File: config.mk
export PLATFORM = sky130hd
export DESIGN_NAME = div_iter_param
export DESIGN_NICKNAME = d
export VERILOG_FILES = /design/src/rtl/div_pkg.sv /design/src/rtl/div_step.sv /design/src/rtl/div_iter_param.sv
export SDC_FILE = /design/constraint.sdc
export NUM_CORES = 1
export LEC_CHECK = 0
export CORE_AREA = 2 2 214 216
export CTS_BUF_LIST = sky130_fd_sc_hd__clkbuf_16
export CTS_CLUSTER_SIZE = 25
export DETAILED_ROUTE_END_ITERATION = 12
export DIE_AREA = 0 0 216 218
export PLACE_DENSITY = 0.5
export SLEW_MARGIN = 30
export SYNTH_ARGS = -nofsm -noshare
export SYNTH_HDL_FRONTEND = slang
export SYNTH_SLANG_ARGS = --single-unit
File: constraint.sdc
create_clock -name clk -period 8.75 [get_ports clk]
set_input_delay 2.625 -clock clk [delete_from_list [all_inputs] [get_ports clk]]
set_output_delay 2.625 -clock clk [all_outputs]
set_load 0.01 [all_outputs]
File: src/rtl/div_pkg.sv
// Shared definitions for the iterative divider: state encoding, configuration
// legality and the two's-complement magnitude helper.
package div_pkg;

    typedef enum logic [2:0] {
        S_IDLE = 3'd0,
        S_ZERO = 3'd1,
        S_BUSY = 3'd2,
        S_FIX  = 3'd3,
        S_DONE = 3'd4
    } state_t;

    localparam int MAX_W = 64;

    function automatic bit steps_legal(input int steps, input int width);
        return ((steps == 1) || (steps == 2) || (steps == 4)) &&
               (width >= 8) && (width <= MAX_W) &&
               ((width % 2) == 0) && ((width % steps) == 0);
    endfunction

    // Conditional negate; callers zero-extend into MAX_W and truncate back.
    function automatic logic [MAX_W-1:0] mag(input logic [MAX_W-1:0] v, input logic neg);
        return neg ? (~v + MAX_W'(1)) : v;
    endfunction

endpackage

File: src/rtl/div_step.sv
// One combinational restoring-division step: shift in a dividend bit and
// subtract the divisor if it fits.
module div_step
    import div_pkg::*;
#(
    parameter int WIDTH = 32
) (
    input  logic [WIDTH-1:0] rem_i,
    input  logic             bit_i,
    input  logic [WIDTH-1:0] dvs_i,
    output logic [WIDTH-1:0] rem_o,
    output logic             q_o
);

    logic [WIDTH:0] shifted;
    logic [WIDTH:0] trial;

    // rem_i < dvs_i, so a non-negative trial always fits in WIDTH bits and
    // bit WIDTH of the trial is a clean borrow flag.
    always_comb begin
        shifted = {rem_i, bit_i};
        trial   = shifted - {1'b0, dvs_i};
        q_o     = ~trial[WIDTH];
        rem_o   = trial[WIDTH] ? shifted[WIDTH-1:0] : trial[WIDTH-1:0];
    end

endmodule

File: src/rtl/div_iter_param.sv
// Multi-cycle signed/unsigned integer divider, STEPS restoring steps per clock.
// result = {remainder, quotient}; remainder takes the sign of the dividend.
module div_iter_param
    import div_pkg::*;
#(
    parameter int WIDTH = 32,
    parameter int STEPS = 1
) (
    input  logic               clk,
    input  logic               rst,
    input  logic               start,
    input  logic               annul,
    input  logic               div_signed,
    input  logic [WIDTH-1:0]   opdata1,
    input  logic [WIDTH-1:0]   opdata2,
    output logic               busy,
    output logic               ready,
    output logic               div_zero,
    output logic [2*WIDTH-1:0] result
);

    localparam int ITER  = WIDTH / STEPS;
    localparam int CNT_W = $clog2(ITER);

    if (!steps_legal(STEPS, WIDTH)) begin : g_bad_cfg
        $error("div_iter_param: illegal WIDTH/STEPS combination");
    end

    state_t             state_q, state_d;
    logic [WIDTH-1:0]   rem_q, rem_d;
    logic [WIDTH-1:0]   quo_q, quo_d;
    logic [WIDTH-1:0]   dvs_q, dvs_d;
    logic [CNT_W-1:0]   cnt_q, cnt_d;
    logic               sign1_q, sign1_d;
    logic               sign2_q, sign2_d;
    logic               ready_q, ready_d;
    logic               dz_q, dz_d;
    logic [2*WIDTH-1:0] res_q, res_d;

    logic [WIDTH-1:0]   rem_chain [STEPS+1];
    logic [STEPS-1:0]   qbits;
    logic               sgn1_in, sgn2_in;
    logic [WIDTH-1:0]   quo_fix, rem_fix;

    // quo_q starts as the dividend magnitude; dividend bits leave at the top
    // while quotient bits enter at the bottom.
    assign rem_chain[0] = rem_q;
    for (genvar k = 0; k < STEPS; k++) begin : g_step
        div_step #(.WIDTH(WIDTH)) u_step (
            .rem_i (rem_chain[k]),
            .bit_i (quo_q[WIDTH-1-k]),
            .dvs_i (dvs_q),
            .rem_o (rem_chain[k+1]),
            .q_o   (qbits[STEPS-1-k])
        );
    end

    assign sgn1_in = div_signed & opdata1[WIDTH-1];
    assign sgn2_in = div_signed & opdata2[WIDTH-1];
    assign quo_fix = WIDTH'(mag(MAX_W'(quo_q), sign1_q ^ sign2_q));
    assign rem_fix = WIDTH'(mag(MAX_W'(rem_q), sign1_q));

    always_comb begin
        state_d = state_q;
        rem_d   = rem_q;
        quo_d   = quo_q;
        dvs_d   = dvs_q;
        cnt_d   = cnt_q;
        sign1_d = sign1_q;
        sign2_d = sign2_q;
        ready_d = ready_q;
        dz_d    = dz_q;
        res_d   = res_q;
        case (state_q)
            S_IDLE: begin
                if (start && !annul) begin
                    sign1_d = sgn1_in;
                    sign2_d = sgn2_in;
                    quo_d   = WIDTH'(mag(MAX_W'(opdata1), sgn1_in));
                    dvs_d   = WIDTH'(mag(MAX_W'(opdata2), sgn2_in));
                    rem_d   = '0;
                    cnt_d   = '0;
                    state_d = (opdata2 == '0) ? S_ZERO : S_BUSY;
                end
            end
            S_ZERO: begin
                if (annul) begin
                    state_d = S_IDLE;
                end else begin
                    state_d = S_DONE;
                    ready_d = 1'b1;
                    dz_d    = 1'b1;
                    res_d   = '0;
                end
            end
            S_BUSY: begin
                if (annul) begin
                    state_d = S_IDLE;
                end else begin
                    rem_d = rem_chain[STEPS];
                    quo_d = {quo_q[WIDTH-STEPS-1:0], qbits};
                    cnt_d = cnt_q + CNT_W'(1);
                    if (cnt_q == CNT_W'(ITER - 1)) begin
                        state_d = S_FIX;
                    end
                end
            end
            S_FIX: begin
                if (annul) begin
                    state_d = S_IDLE;
                end else begin
                    state_d = S_DONE;
                    ready_d = 1'b1;
                    dz_d    = 1'b0;
                    res_d   = {rem_fix, quo_fix};
                end
            end
            S_DONE: begin
                if (!start) begin
                    state_d = S_IDLE;
                    ready_d = 1'b0;
                    dz_d    = 1'b0;
                    res_d   = '0;
                end
            end
            default: begin
                state_d = S_IDLE;
            end
        endcase
    end

    always_ff @(posedge clk or posedge rst) begin
        if (rst) begin
            state_q <= S_IDLE;
            rem_q   <= '0;
            quo_q   <= '0;
            dvs_q   <= '0;
            cnt_q   <= '0;
            sign1_q <= 1'b0;
            sign2_q <= 1'b0;
            ready_q <= 1'b0;
            dz_q    <= 1'b0;
            res_q   <= '0;
        end else begin
            state_q <= state_d;
            rem_q   <= rem_d;
            quo_q   <= quo_d;
            dvs_q   <= dvs_d;
            cnt_q   <= cnt_d;
            sign1_q <= sign1_d;
            sign2_q <= sign2_d;
            ready_q <= ready_d;
            dz_q    <= dz_d;
            res_q   <= res_d;
        end
    end

    assign busy     = (state_q == S_ZERO) || (state_q == S_BUSY) || (state_q == S_FIX);
    assign ready    = ready_q;
    assign div_zero = dz_q;
    assign result   = res_q;

endmodule

# ---- Word level (Yosys, flattened, before mapping)
# Cells that the tools add are included.
dict set report totals {
  reg_bits 172
  input_bits 69
  output_inout_bits 67
}
dict set report classes {
  eq_ne 12
  muxes 30
  reduce_logical 15
  add_sub_neg 6
  bitwise 8
}
# operator count
set op_table {}
lappend op_table {{$mux W32} 9}
lappend op_table {{$mux W64} 3}
lappend op_table {{$pmux W64 S3} 1}
lappend op_table {{$add A32 B1 Y32 const B} 4}
lappend op_table {{$not A32 Y32} 4}
lappend op_table {{$pmux W32 S2} 2}
lappend op_table {{$sub A33 B32 Y33} 1}
lappend op_table {{$logic_not A32 Y1} 1}
lappend op_table {{$mux W3} 5}
lappend op_table {{$ne A2 B2 Y1 const B} 6}
lappend op_table {{$pmux W3 S4} 1}
lappend op_table {{$mux W5} 2}
lappend op_table {{$pmux W5 S2} 1}
lappend op_table {{$reduce_and A3 Y1} 3}
lappend op_table {{$eq A3 B2 Y1 const B} 2}
lappend op_table {{$add A5 B1 Y5 const B} 1}
lappend op_table {{$eq A5 B5 Y1 const B} 1}
lappend op_table {{$reduce_and A4 Y1} 1}
lappend op_table {{$reduce_bool A2 Y1} 2}
lappend op_table {{$eq A3 B1 Y1 const B} 1}
lappend op_table {{$eq A3 B3 Y1 const B} 1}
lappend op_table {{$logic_not A3 Y1} 1}
lappend op_table {{$mux W1} 3}
lappend op_table {{$ne A3 B3 Y1 const B} 1}
lappend op_table {{12 further kinds} 14}

# ---- Longest topological paths before layout
# Gate-level depths: netlist of the first run.
dict set report logic_depth {
  word_depth 5
  ltp_mapped 14
  mapped_depth_nobuf 12
}

# ---- Hierarchy
# From an unflattened synthesis of the first run, not the netlist that was laid out.
dict set report unflattened {
  hier_cells 1386
  area_unflattened_um2 11678.7
}
# mod instances cells_per_inst area_each_um2 seq_area_each_um2
set by_module_without_submodules {}
lappend by_module_without_submodules {div_iter_param 1 1081 9320.2 4304.1}
lappend by_module_without_submodules {div_step 1 305 2358.5 0.0}

# ---- Least setup slack after synthesis of the first run
# OpenSTA, ideal clock, no wires.
dict set report synth_timing {
  path_type {input port to flip-flop}
  from {in opdata2[13]}
  to {reg state_q[1]}
  arrival_ps 4657
  path_stages 7
  setup_slack_ps 3975
  t_required_ps 8632
  n_path_buf 0
  path_cell_list {or4_4 -> nor4_4 -> nand4b_2 -> or4_1 -> or4_1 -> a21oi_1 -> nor2_1}
}
dict set report synth_via {
  elab_chain_cells 4
}
# element line_no
set synth_lines {}
lappend synth_lines {{start: declaration} div_iter_param.sv:15} ;# input logic [WIDTH-1:0] opdata2,
lappend synth_lines {{$logic_not A32 Y1} div_iter_param.sv:83} ;# state_d = (opdata2 == '0) ? S_ZERO : S_BUSY;
lappend synth_lines {{$mux W2} div_iter_param.sv:83}
lappend synth_lines {{$mux W3} div_iter_param.sv:76} ;# if (start && !annul) begin
lappend synth_lines {{$pmux W3 S4} div_iter_param.sv:74} ;# case (state_q)
lappend synth_lines {{end signal: assignment} div_iter_param.sv:145} ;# state_q <= state_d;
lappend synth_lines {{end: declaration} div_iter_param.sv:29} ;# state_t state_q, state_d;
# Every way passes these cells. The select of a mux whose other input is x is not followed.
# A chain may end at the register's enable or synchronous reset.

# ---- Worst setup path after layout of the first run
dict set report layout_timing {
  from {in opdata2[2]}
  to {reg state_q[0]}
}
# Same word-level chain as after synthesis.

==> key figures, run 1 <==
Synthesis
  • Post-synth top flop: dfrtp_1
  • Syn. warnings: 0
  • Simple-Gate Fraction of Synth Area: 16.9%
  • Seq/Total Area, Yosys: 38.9%
  • Compound-Gate Fraction of Synth Area: 23.0%
  • Leading area contributor after synthesis: dfrtp_1
  • Mapped Avg Cell Area: 8.49 um2
  • Mapped Nets: 1412
  • Synthesized-area fraction occupied by adder cells: 4.48%
  • Mux cell area share after synthesis: 0.723%
  • FFs w/ async S/R, synth: 100%
  • Area contributors post-synth: dfrtp_1 39%, o21ai_0 7.5%, nand2_1 6.3%, xor2_1 6.2%, xnor2_1 5.5%
  • Cell variety after synth: 67
  • Synth Instances: 1304
  • Post-synth EDFFs: 0
  • Xor and xnor area share after synthesis: 11.7%
  • Area share of the largest cell type after synthesis: 38.9%
  • Post-Synthesis Cell Area: 11100 um2
  • Register bit total from synthesis: 172
  • Largest family of logic cells by synthesized area: compound AO/OA/AOI/OAI gates

Floorplan
  • # IOs: 136
  • FP Rows: 78
  • Die Footprint: 47100 um2
  • Starting Density: 24.7%
  • Die width: 216 um
  • Core area: 44900 um2
  • Die H: 218 um

STA
  • Final hold vios: 0
  • Clock skew: 0.0119 ns
  • Relative slew slack: 42.5%
  • Tmin final: 5.23 ns
  • Final number of max-transition violations: 0
  • FMAX: 191 MHz
  • WHS: 0.478 ns
  • Crit share post-route: 59.7%
  • Worst slew pin tran: 0.855 ns
  • TNS Setup: 0 ns
  • RSZ-0062 raised after global routing: false
  • Final setup vio count: 0

Cells and area
  • Finished Cell Area: 13600 um2
  • Layout cells sized above 1: 4.66%
  • Final Net Count: 1511
  • Most common cell after layout, fill and taps aside: nand2_1
  • Syn-to-layout area delta: 23.0%
  • Fin cells: 2016
  • Ant. Diodes: 0
  • Area of the multi-input gates: 6340 um2
  • Register cell area after layout: 4310 um2
  • Filler Cell Count: 4756
  • Commonest non-fill, non-tap cells in the layout: 184 x nand2_1, 171 x dfrtp_1, 166 x o21ai_0

Clocking
  • CTS clock-pin slew for the worst setup and hold paths: 0.07 ns
  • Setup Buffers After CTS: 0
  • Latest clock arrival within the worst-skew pair: 0.44 ns
  • Cts repair resizes: 0
  • Clock sinks: 172
  • TritonCTS buffer count: 17
  • Root buf cell: clkbuf_16
  • H-tree depth: 4
  • CTS Hold Bufs: 0
  • Bufs on Longest Clock Path: 2
  • CTS tree: yes

Power
  • VDD IR max: 157 uV
  • Pwr dens: 253 nW/um2
  • P_leak: 5.72 nW
  • Power, Total: 0.00344 W

Drt
  • Antenna viol nets, final: 0
  • Drt pass-1 iters: 5
  • Total wire length: 32000 um
  • Vias per cell: 4.77
  • DRT iter0 DRCs: 502
  • DRC Markers: 0
  • WL per Instance: 15.8 um
  • Via count: 9613

Worst setup path
  • Crit-path max cell delay: 0.55 ns
  • CP Capture Type: flop
  • Worst-path maximum fanout: 7
  • Worst Path Required: 9.12 ns
  • CP startpoint: opdata2[2]
  • Critical-path cell list: clkdlybuf4s50_1 -> or3_1 -> nor3b_4 -> nand4b_2 -> or4_1 -> or4_1 -> nor2b_1 -> a21oi_1 -> nor2_1
  • Reg2reg start: quo_q[31]$_DFFE_PP0P_
  • Cells on worst reg2reg path: 13
  • Critical path launch point type: input pin
  • Crit path top cell by count: or4_1
  • Critical path class: in -> reg
  • Slowest library cell on the worst path: or4_1
  • Worst EP arrival: 5.60 ns
  • Reg-to-Reg End: rem_q[31]$_DFFE_PP0P_
  • Worst reg2reg setup slack: 5.00 ns
  • Setup crit end: state_q[0]$_DFFE_PP0P_

Run status
  • Status: completed

Global routing
  • Gr usage total: 13.8%
  • Global-route wire length before repair: 51700 um
  • Initial antenna violation count: 0
  • Vias in the first global route: 9169
  • Global route overflow: 0
  • Largest net degree at the start of global routing: 78

Run
  • Max Cap Violations: 0

Placement
  • DP Cell Count: 1983
  • GPL Wtd Cong: 0.787
  • Post-detail-place hpwl: 23900 um
  • DP Area: 13000 um2
  • # port buffers: 135

Min path
  • Worst min-delay path class: reg -> reg
## critical path: cells and delay by family
| family | cells | cell delay (ns) |
|---|---|---|
| compound gates | 1 | 0.05 |
| buf+inv | 1 | 0.47 |
| simple gates | 7 | 2.45 |
## per-stage QoR
step | setup WS, ns | util [%]
detailed placement | 3.02 | 29.0
CTS | 3.48 | 30.3
finish | 3.52 | 30.3
floorplan | 1.46 | -
global placement | 3.04 | 29.0
global route | 3.32 | 30.3
## flip-flops by register name (all words and copies together), names as in the netlist
name and cells:
sign2_q 1, state_q 3, quo_q 32, cnt_q 5
result 64, sign1_q 1, rem_q 32, dvs_q 32
div_zero 1, ready 1
## routing by layer
metal | vias to the layer above | track usage, % | share of wire, %
met5 | - | 0 | 0
met4 | 0 | 3.06 | 0.94
met3 | 18 | 2.58 | 3.9
met2 | 183 | 22.3 | 47
met1 | 4581 | 19.0 | 48
li1 | 4831 | - | -
## area by class of cell
class	count	share of cell area (%)
Timing Repair Buffer	148	10.7
Clock inverter	15	0.947
Sequential cell	172	31.6
Multi-Input combinational cell	1012	46.6
Tap cell	600	5.52
Inverter	52	1.47
Clock buffer	17	3.13
## cells by family after synthesis
family / after synthesis
mux: 8
simple gates: 395
xor+xnor: 148
buf+inv: 120
flops: 172
fa+ha+maj: 39
compound gates: 422
## cells in the mapped netlist (all sizes together) (8+ instances only)
| cell | n |
|---|---|
| o311ai | 22 |
| nand2b | 9 |
| nand2 | 185 |
| inv | 52 |
| nor4 | 10 |
| o31ai | 22 |
| nor2b | 8 |
| o21ai | 168 |
| mux2i | 8 |
| and2 | 9 |
| xnor2 | 70 |
| xor2 | 78 |
| clkbuf | 61 |
| nand3 | 32 |
| and3 | 9 |
| ha | 38 |
| nor3 | 21 |
| nor2 | 67 |
| o41ai | 11 |
| a31oi | 17 |
| or3 | 12 |
| or4 | 16 |
| a21o | 32 |
| dfrtp | 172 |
| a21oi | 104 |
## power by group
part / leakage (nW) / switching, W / total (W) / internal [W]
clock: 0.276 / 0.000340 / 0.000731 / 0.000391
combinational: 3.17 / 0.000910 / 0.00158 / 0.000671
sequential: 2.28 / 0.000210 / 0.00113 / 0.000920
total: 5.72 / 0.00146 / 0.00344 / 0.00198
## worst min path at each step
stage,start,end,slack [ns],cells past startpoint
2_1_floorplan,dvs_q[10]$_DFFE_PP0P_,dvs_q[10]$_DFFE_PP0P_,0.45,2
3_3_place_gp,result[62]$_DFFE_PP0P_,result[62]$_DFFE_PP0P_,0.46,2
3_5_place_dp,result[62]$_DFFE_PP0P_,result[62]$_DFFE_PP0P_,0.47,2
4_1_cts,result[10]$_DFFE_PP0P_,result[10]$_DFFE_PP0P_,0.48,2
5_1_grt,result[49]$_DFFE_PP0P_,result[49]$_DFFE_PP0P_,0.50,2
6_report,result[59]$_DFFE_PP0P_,result[59]$_DFFE_PP0P_,0.48,2
(Power assumes the default switching activity.)
==> inputs of run 2 (changes only) <==
- PLACE_DENSITY: 0.5 -> 0.51
- clock period: 8.75 -> 4.79 ns (I/O delays scaled with it)
==> key figures, run 2 (same netlist as run 1, synthesis figures left out) <==
Run status
  • Status: completed

STA
  • Crit share post-route: 83.4%
  • TNS Setup: 0 ns (unchanged)
  • Clock skew: 0.0126 ns (+0.000706 ns)
  • Final setup vio count: 0 (unchanged)
  • Final number of max-transition violations: 0 (unchanged)
  • RSZ-0062 raised after global routing: false
  • Worst slew pin tran: 0.854 ns (-0.000872 ns)
  • Tmin final: 4.00 ns
  • WHS: 0.475 ns (-0.00213 ns)
  • Final hold vios: 0 (unchanged)
  • FMAX: 250 MHz
  • Relative slew slack: 43.0% (+0.58 points)

Floorplan
  • Starting Density: 24.7% (unchanged)
  • FP Rows: 78 (unchanged)
  • Core area: 44900 um2 (unchanged)
  • Die width: 216 um (unchanged)
  • Die H: 218 um (unchanged)
  • Die Footprint: 47100 um2 (unchanged)
  • # IOs: 136 (unchanged)

Drt
  • Drt pass-1 iters: 7 (+2)
  • WL per Instance: 16.2 um (+2.2%)
  • Via count: 9681 (+0.71%)
  • DRC Markers: 0 (unchanged)
  • Total wire length: 32800 um (+2.6%)
  • Antenna viol nets, final: 0 (unchanged)
  • DRT iter0 DRCs: 514 (+2.4%)
  • Vias per cell: 4.78 (+0.26%)

Worst setup path
  • Worst-path maximum fanout: 5 (-2)
  • Cells on worst reg2reg path: 13 (unchanged)
  • CP Capture Type: flop
  • Critical path launch point type: input pin
  • Worst Path Required: 5.16 ns (-3.96 ns)
  • Critical path class: in -> reg
  • Worst EP arrival: 4.36 ns (-1.24 ns)
  • CP startpoint: opdata2[13]
  • Setup crit end: state_q[0]$_DFFE_PP0P_
  • Reg2reg start: quo_q[31]$_DFFE_PP0P_
  • Worst reg2reg setup slack: 0.99 ns (-4.01 ns)
  • Reg-to-Reg End: quo_q[0]$_DFFE_PP0P_

Cells and area
  • Layout cells sized above 1: 5.26% (+0.60 points)
  • Ant. Diodes: 0 (unchanged)
  • Most common cell after layout, fill and taps aside: nand2_1
  • Largest register FFs: 64 (unchanged)
  • Syn-to-layout area delta: 24.2%
  • Final Net Count: 1521 (+0.66%)
  • Commonest non-fill, non-tap cells in the layout: 184 x nand2_1, 172 x dfrtp_1, 166 x o21ai_0
  • Finished Cell Area: 13700 um2 (+1.0%)

Clocking
  • CTS clock-pin slew for the worst setup and hold paths: 0.07 ns (about the same)
  • Clock sinks: 172 (unchanged)
  • Setup Buffers After CTS: 0 (unchanged)
  • TritonCTS buffer count: 17 (unchanged)
  • Cts repair resizes: 0 (unchanged)
  • Bufs on Longest Clock Path: 2 (unchanged)
  • CTS tree: yes
  • CTS Hold Bufs: 0 (unchanged)
  • Latest clock arrival within the worst-skew pair: 0.44 ns (about the same)
  • Root buf cell: clkbuf_16
  • H-tree depth: 4 (unchanged)

Global routing
  • Global-route wire length before repair: 52600 um (+1.7%)
  • Initial antenna violation count: 1 (+1)
  • Gr usage total: 14.0% (+0.21 points)
  • Largest net degree at the start of global routing: 76 (-2.6%)
  • Vias in the first global route: 9308 (+1.5%)
  • Global route overflow: 0 (unchanged)

Power
  • Pwr dens: 463 nW/um2 (+83%)
  • Combinational power share: 46.0% (about the same)
  • P_leak: 5.79 nW (+1.2%)
  • Switching part of the total: 42.8% (+0.38 points)
  • Cell Int Power: 0.00364 W (+84%)
  • Clock power share: 21.7% (+0.5 points)
  • VDD IR max: 306 uV (+94%)
  • Sw Pwr: 0.00272 W (+87%)
  • Sequential share of power: 32.2% (-0.6 points)

Min path
  • Worst min-delay path class: reg -> reg

Placement
  • DP Area: 13200 um2 (+0.92%)
  • # port buffers: 135 (unchanged)
  • GPL Wtd Cong: 0.818 (+4.0%)
  • Post-detail-place hpwl: 24400 um (+2.2%)

Run
  • Max Cap Violations: 0 (unchanged)
-- run 2: cell count changes in the layout (fill, tap and decap cells not counted), sizes merged --
cell | before | now
inv | 55 | 57
clkinv | 9 | 5
buf | 13 | 23
clkinvlp | 2 | 3
-- run 2: per-stage QoR --
stage | setup WS [ns] | cells | utilization (%) | total power [W]
4_1_cts | 0.829 | 2024 | 30.6 | 0.00640
2_1_floorplan | 1.16 | 1304 | - | 0.00427
5_1_grt | 0.679 | 2025 | 30.6 | 0.00689
3_3_place_gp | 0.378 | 1993 | 29.3 | 0.00497
6_report | 0.795 | 2025 | 30.6 | 0.00636
3_5_place_dp | 0.361 | 1993 | 29.3 | 0.00500
-- run 2: worst max-delay path, stage by stage --
cell	delay (ns)
clkdlybuf4s50_1	0.48
or4_4	0.61
nor4_4	0.22
nand4b_2	0.19
or4_1	0.54
or4_1	0.56
nor2b_1	0.16
a21oi_1	0.05
nor2_1	0.11
-- run 2: worst min-delay path by stage --
stage,cells past startpoint,to,from,slack [ns]
floorplan,2,dvs_q[10]$_DFFE_PP0P_,dvs_q[10]$_DFFE_PP0P_,0.45
global placement,2,result[17]$_DFFE_PP0P_,result[17]$_DFFE_PP0P_,0.46
detailed placement,2,result[48]$_DFFE_PP0P_,result[48]$_DFFE_PP0P_,0.47
CTS,2,result[48]$_DFFE_PP0P_,result[48]$_DFFE_PP0P_,0.49
global route,2,result[54]$_DFFE_PP0P_,result[54]$_DFFE_PP0P_,0.50
finish,2,result[48]$_DFFE_PP0P_,result[48]$_DFFE_PP0P_,0.48
-- run 2: area by class of cell --
cell class              count  area, um2
clock buffers              17        425
fillers                  4767      31100
flip-flops and latches    172       4300
repair buffers            158       1590
multi-input cells        1012       6340
well taps                 600        751
inverters                  52        199
clock inverters            14        135
-- run 2: per-layer routing --
layer,GRT usage [%],wire length (um)
met2,23.2,15300
met5,0,14
met3,2.36,1370
met4,2.88,255
met1,19.1,15900
-- run 2: power groups by stage --
stage,registers (W),clock network [W],logic [W]
final,0.00205,0.00138,0.00293
after global routing,0.00210,0.00148,0.00330
after CTS,0.00205,0.00142,0.00293
after detailed placement,0.00208,0,0.00292
after global placement,0.00207,0,0.00290
after floorplan,0.00194,0,0.00233
==> inputs of run 3 (changes only) <==
- PLACE_DENSITY: 0.51 -> 0.5
- clock period: 4.79 -> 3.7 ns (I/O delays scaled with it)
==> key figures, run 3 (same netlist as run 1, synthesis figures left out) <==
Floorplan
  • FP Rows: 78 (unchanged)
  • Die width: 216 um (unchanged)
  • Core area: 44900 um2 (unchanged)
  • Starting Density: 24.7% (unchanged)
  • # IOs: 136 (unchanged)
  • Die Footprint: 47100 um2 (unchanged)
  • Die H: 218 um (unchanged)

Clocking
  • CTS tree: yes
  • Bufs on Longest Clock Path: 2 (unchanged)
  • TritonCTS buffer count: 17 (unchanged)
  • Clock sinks: 172 (unchanged)
  • Root buf cell: clkbuf_16
  • Latest clock arrival within the worst-skew pair: 0.44 ns (about the same)
  • H-tree depth: 4 (unchanged)
  • Setup Buffers After CTS: 0 (unchanged)
  • Cts repair resizes: 0 (unchanged)
  • CTS clock-pin slew for the worst setup and hold paths: 0.07 ns (about the same)
  • CTS Hold Bufs: 0 (unchanged)

Global routing
  • Vias in the first global route: 9587 (+3.0%)
  • Global route hottest layer: met2
  • Largest net degree at the start of global routing: 61 (-20%)
  • GRT met1 Usage: 19.1% (about the same)
  • M2 GR Usage: 23.5% (+0.29 points)
  • Initial antenna violation count: 1 (unchanged)
  • Global route overflow: 0 (unchanged)
  • Gr usage total: 14.1% (+0.078 points)
  • Met3 usage: 2.55% (+0.20 points)
  • Global-route wire length before repair: 53000 um (+0.71%)

Worst setup path
  • Worst-path maximum fanout: 3 (-2)
  • CP Capture Type: flop
  • Worst EP arrival: 3.90 ns (-0.46 ns)
  • Critical path class: in -> reg
  • Critical path launch point type: input pin
  • Worst Path Required: 4.07 ns (-1.09 ns)

Power
  • Cell Int Power: 0.00490 W (+34%)
  • P_leak: 6.05 nW (+4.4%)
  • Switching part of the total: 41.7% (-1.1 points)
  • Pwr dens: 594 nW/um2 (+28%)
  • VDD IR max: 360 uV (+18%)
  • Power, Total: 0.00840 W (+32%)
  • Sw Pwr: 0.00350 W (+29%)
  • Clock power share: 21.4% (-0.3 points)
  • Sequential share of power: 31.3% (-0.9 points)
  • Combinational power share: 47.3% (+1.3 points)

Run
  • Max Cap Violations: 0 (unchanged)

Drt
  • Vias per cell: 4.71 (-1.5%)
  • DRC Markers: 0 (unchanged)
  • WL per Instance: 15.7 um (-3.0%)
  • Via count: 9789 (+1.1%)
  • Total wire length: 32600 um (-0.50%)
  • Drt pass-1 iters: 5 (-2)
  • DRT iter0 DRCs: 397 (-23%)
  • Antenna viol nets, final: 0 (unchanged)

Cells and area
  • Largest register FFs: 64 (unchanged)
  • Commonest non-fill, non-tap cells in the layout: 184 x nand2_1, 172 x dfrtp_1, 166 x o21ai_0
  • Most common cell after layout, fill and taps aside: nand2_1
  • Syn-to-layout area delta: 27.7%
  • Ant. Diodes: 0 (unchanged)
  • Final Net Count: 1574 (+3.5%)
  • Layout cells sized above 1: 8.59% (+3.3 points)

STA
  • Final setup vio count: 0 (unchanged)
  • WHS: 0.477 ns (+0.00198 ns)
  • RSZ-0062 raised after global routing: false
  • Final number of max-transition violations: 0 (unchanged)
  • FMAX: 284 MHz
  • Clock skew: 0.0163 ns (+0.00370 ns)
  • Tmin final: 3.53 ns
  • Relative slew slack: 48.5% (+5.4 points)
  • Worst slew pin tran: 0.770 ns (-0.0841 ns)
  • Worst setup margin: 0.175 ns (-0.620 ns)
  • Crit share post-route: 95.3%
  • Final hold vios: 0 (unchanged)

Placement
  • GPL Wtd Cong: 0.808 (-1.2%)
  • Pre-CTS setup slack: -0.262 ns (-0.622 ns)
  • # port buffers: 135 (unchanged)
  • Post-detail-place hpwl: 24800 um (+1.6%)

Min path
  • Worst min-delay path class: reg -> reg

Run status
  • Status: completed
[run 3: cell types whose count changed in the layout (fill, tap and decap cells not counted), sizes merged]
cell    previous run  this run
buf               23        76
inv               57        54
clkinv             5         7
bufinv             1         2
[run 3: critical path: stages]
cell and delay [ns]:
clkdlybuf4s50_1 0.42, or4_4 0.56, nor4_4 0.22, nand4b_2 0.18, or4_1 0.54, or4_1 0.56, nor2b_1 0.16, a21oi_1 0.05
nor2_1 0.09
[run 3: path summary, 6_finish.rpt]
kind	from	to	slack (ns)	cells after the start
min	dvs_q[11]$_DFFE_PP0P_	dvs_q[11]$_DFFE_PP0P_	0.48	2
max in group asynchronous	rst	result[25]$_DFFE_PP0P_	1.84	3
min reg2reg	dvs_q[11]$_DFFE_PP0P_	dvs_q[11]$_DFFE_PP0P_	0.48	2
min in group asynchronous	rst	result[8]$_DFFE_PP0P_	1.11	2
max	opdata2[13]	state_q[0]$_DFFE_PP0P_	0.17	9
max reg2reg	rem_q[4]$_DFFE_PP0P_	rem_q[19]$_DFFE_PP0P_	0.30	11
[run 3: power groups by stage]
stage          logic (W)  clock network [W]  registers (W)
6_report         0.00397            0.00180        0.00263
5_1_grt          0.00448            0.00194        0.00269
4_1_cts          0.00399            0.00186        0.00262
3_5_place_dp     0.00398                  0        0.00266
3_3_place_gp     0.00395                  0        0.00265
2_1_floorplan    0.00302                  0        0.00251
[run 3: cell type report]
cell class | instances | area (um2)
Fill cell | 4748 | 30800
Multi-Input combinational cell | 1012 | 6340
Sequential cell | 172 | 4300
Timing Repair Buffer | 211 | 1970
Tap cell | 600 | 751
Clock buffer | 17 | 425
Inverter | 52 | 199
Clock inverter | 14 | 149
[run 3: routing by layer]
layer,wire (um),up-vias
met5,10,-
met4,194,2
met3,1300,13
met2,15200,187
met1,15900,4634
li1,-,4953
[run 3: stage by stage]
step,TNS [ns],cells,cell area (um2),util (%)
finish,0,2078,14100,31.5
detailed placement,-0.545,2047,13600,30.2
global route,0,2078,14100,31.5
floorplan,0,1304,11100,-
CTS,0,2078,14100,31.5
global placement,-0.513,2047,13600,30.2
==> RTL change 1: new RTL, flow settings as in run 3 <==
Encoding of `state_t`: now one-hot (5 bits for 5 states).
--- a/src/rtl/div_pkg.sv
+++ b/src/rtl/div_pkg.sv
@@ -2,12 +2,12 @@
 // legality and the two's-complement magnitude helper.
 package div_pkg;
 
-    typedef enum logic [2:0] {
-        S_IDLE = 3'd0,
-        S_ZERO = 3'd1,
-        S_BUSY = 3'd2,
-        S_FIX  = 3'd3,
-        S_DONE = 3'd4
+    typedef enum logic [4:0] {
+        S_IDLE = 5'b00001,
+        S_ZERO = 5'b00010,
+        S_BUSY = 5'b00100,
+        S_FIX  = 5'b01000,
+        S_DONE = 5'b10000
     } state_t;
 
     localparam int MAX_W = 64;
Function: no difference found for any inputs over 10 cycles, from zero or initial values and one cycle with rst high; not proved beyond that.
==> RTL change 1 against run 3 <==
- setup slack gained 0.062 ns
- synthesized area grew 2.8%
- combinational power grew 87%
- critical path depth grew 5
- design area grew 0.72%
- wire length is essentially flat
- total power grew 49%
- sequential cell count grew 2
- highest routed layer is now met4
==> RTL change 1: results (changes against run 3) <==
| Metric | Value |
|---|---|
| Worst Setup EP | `rem_q[28]` |
| Leakage | `6.02 nW (-0.48%)` |
| Count of different cell masters after synthesis | `73 (+9.0%)` |
| Comb. pwr | `7.42 mW (+87%)` |
| Clock network power share | `14.9% (-6.5 points)` |
| Clock Skew | `0.00894 ns (-0.00734 ns)` |
| DRT met1 WL | `16.5 mm (+4.0%)` |
| R2R Setup Slk | `0.24 ns (-0.06 ns)` |
| First-pass GRT wire length | `53.9 mm (+1.7%)` |
| DR iter-0 viols | `555 (+40%)` |
| Placed cells | `2068 (+1.0%)` |
| Relative slew slack | `45.3% (-3.2 points)` |
| HPWL after detailed placement | `25.1 mm (+1.3%)` |
| Top Family by Delay on Critical Path | `compound AO/OA/AOI/OAI gates` |
| Syn Area/Cell | `8.40 um^2 (-1.1%)` |
| Vias per Instance | `4.65 (-1.3%)` |
| NetSw | `5.77 mW (+65%)` |
| CP max FO | `21 (+18)` |
| All-layer global routing usage | `14.4% (+0.30 points)` |
| Slowest cell on the critical path | `dfrtp_1` |
| Fill cells | `4769 (+0.44%)` |
| Minimum hold slack | `0.476 ns (-0.000990 ns)` |
| Crit path DAT | `3.78 ns (-0.12 ns)` |
| Highest Signal Layer | `met4` |
| Most frequent cells after synthesis | `nand2_1 (227), dfrtp_1 (173), o21ai_0 (173)` |
| Routed wl met2 | `14.5 mm (-4.7%)` |
| Largest net degree at the start of global routing | `77 (+26%)` |
| Status | `complete, no violations` |
| VDD IR max | `387 uV (+7.4%)` |
| Met3 wire length | `951 um (-27%)` |
| Worst hold start | `ready` |
| Fraction of layout cells with a size suffix above 1 | `7.33% (-1.3 points)` |
| Max incr delay on CP | `0.42 ns (-0.14 ns)` |
| DR WL/cell | `15.5 um (-1.2%)` |
| Register area share after synthesis | `38.3% (-0.61 points)` |
| Total power | `12.5 mW (+49%)` |
| GP Congestion | `0.854 (+5.6%)` |
| Pre-CTS WS | `-0.0973 ns (+0.164 ns)` |
| Pwr Density | `876 nW/um^2 (+47%)` |
[RTL change 1: cell count changes in the layout (fill, tap and decap cells not counted), moves of 25 or more]
cell,delta
nand2_1,+42
o21ai_1,+29
buf_4,-34
mux2i_1,+25
[RTL change 1: logic make-up after synthesis]
group / synth area share (%)
AO/OA/AOI/OAI: 20.3
XOR/XNOR: 11.2
adder cells (fa/ha/maj): 4.35
buffers and inverters: 4.51
flip-flops: 38.3
multiplexers: 2.90
AND/OR/NAND/NOR: 18.4
[RTL change 1: routing by layer]
metal,track usage [%],up-vias
met5,0,-
li1,-,4994
met1,20.4,4593
met3,2.30,33
met4,4.57,0
met2,22.2,151
[RTL change 1: final cells by class]
class / instances / share of cell area, %
Inverter: 54 / 1.45
Multi-Input combinational cell: 1060 / 46.1
Timing Repair Buffer: 180 / 12.5
Sequential cell: 174 / 30.6
Antenna cell: 1 / 0.0176
Clock buffer: 17 / 2.99
Tap cell: 600 / 5.27
Clock inverter: 15 / 1.16
==> RTL change 2: new RTL, flow settings as in run 3 <==
Without the edit above. `WIDTH` is set to 32 in 2 places; all go to 16.
--- a/src/rtl/div_step.sv
+++ b/src/rtl/div_step.sv
@@ -3,7 +3,7 @@
 module div_step
     import div_pkg::*;
 #(
-    parameter int WIDTH = 32
+    parameter int WIDTH = 16
 ) (
     input  logic [WIDTH-1:0] rem_i,
     input  logic             bit_i,
--- a/src/rtl/div_iter_param.sv
+++ b/src/rtl/div_iter_param.sv
@@ -3,7 +3,7 @@
 module div_iter_param
     import div_pkg::*;
 #(
-    parameter int WIDTH = 32,
+    parameter int WIDTH = 16,
     parameter int STEPS = 1
 ) (
     input  logic               clk,
Interface: changed (resized opdata1, opdata2 and result); port bits go from 136 to 72. The function was not compared with the original's and may differ.
==> RTL change 2 against run 3 <==
- sequential cell count shrank 81
- sequential share of layout area shrank 0.16 points
- critical path depth shrank 3
- hold slack gained 0.0023 ns
- total power shrank 44%
- wire length shrank 50%
- setup slack gained 0.54 ns
- synthesized area shrank 48%
- design area shrank 47%
- combinational power shrank 44%
- critical endpoint is now quo_q[13]
- highest routed layer is now met4
==> RTL change 2: results (changes against run 3) <==
| Metric | Value |
|---|---|
| Initial antenna violation count | `0 (-1)` |
| All-layer global routing usage | `7.02% (-7.0 points)` |
| Area contributors post-synth | `dfrtp_1 (40%), nand2_1 (7.5%), o21ai_0 (7.1%)` |
| FF-to-FF End | `rem_q[14]` |
| Worst skew pair latency | `0.35 ns (-0.09 ns)` |
| Pre-CTS WS | `0.369 ns (+0.631 ns)` |
| DR pass1 iterations | `4 (-1)` |
| DRT met1 WL | `8.68 mm (-45%)` |
| Total wire length | `16.3 mm (-50%)` |
| Max incr delay on CP | `0.59 ns (+0.03 ns)` |
| Leakage | `3.08 nW (-49%)` |
| Area after DPL | `7200 um^2 (-47%)` |
| Vias in the first global route | `4655 (-51%)` |
| Mux cell area share after synthesis | `3.14% (+2.4 points)` |
| HPWL after detailed placement | `13.2 mm (-47%)` |
| GRT met1 Usage | `10.2% (-9.0 points)` |
| Met3 wire length | `586 um (-55%)` |
| Syn Inst Count | `671 (-49%)` |
| Placed cells | `1325 (-35%)` |
| Layout Cells excl Fill | `1341 (-35%)` |
| Register area share after synthesis | `39.7% (+0.79 points)` |
| Vias per Instance | `3.53 (-25%)` |
| Highest Signal Layer | `met4` |
| Worst hold start | `result[16]` |
| Xor and xnor area share after synthesis | `10.1% (-1.6 points)` |
| R2R Setup Slk | `0.88 ns (+0.58 ns)` |
| I/O Buffers | `71 (-47%)` |
| Adder-cell area share of the yosys netlist | `4.93% (+0.45 points)` |
| Largest net degree at the start of global routing | `38 (-38%)` |
| Count of different cell masters after synthesis | `57 (-15%)` |
| Crit path DAT | `3.24 ns (-0.66 ns)` |
| Met2 Resource Use GR | `10.4% (-13 points)` |
| Slowest cell on the critical path | `or4_1` |
| Worst-Margin Slew | `0.754 ns (-0.0164 ns)` |
| Status | `complete, no violations` |
| DR iter-0 viols | `302 (-24%)` |
| CTS Buf Count | `9 (-8)` |
[RTL change 2: worst max-delay path by stage]
stage	depth (start not counted)	from	to	slack [ns]
finish	6	opdata1[0]	quo_q[13]	0.71
global route	9	opdata1[0]	quo_q[10]	0.60
CTS	6	opdata1[0]	quo_q[13]	0.72
detailed placement	6	opdata1[0]	quo_q[13]	0.37
global placement	6	opdata1[0]	quo_q[13]	0.38
floorplan	1	rst	cnt_q[0]	0.23
[RTL change 2: power by group]
| part | internal (mW) | switching [mW] | leakage (nW) |
|---|---|---|---|
| clock network | 0.546 | 0.444 | 0.154 |
| logic | 0.974 | 1.27 | 1.72 |
| registers | 1.17 | 0.277 | 1.21 |
| total | 2.69 | 1.99 | 3.08 |
[RTL change 2: layout make-up]
type,count,area [um^2]
Clock buffer,9,225
Clock inverter,7,96.3
Fill cell,5113,37400
Inverter,26,98.8
Multi-Input combinational cell,524,3240
Sequential cell,91,2280
Tap cell,600,751
Timing Repair Buffer,84,833
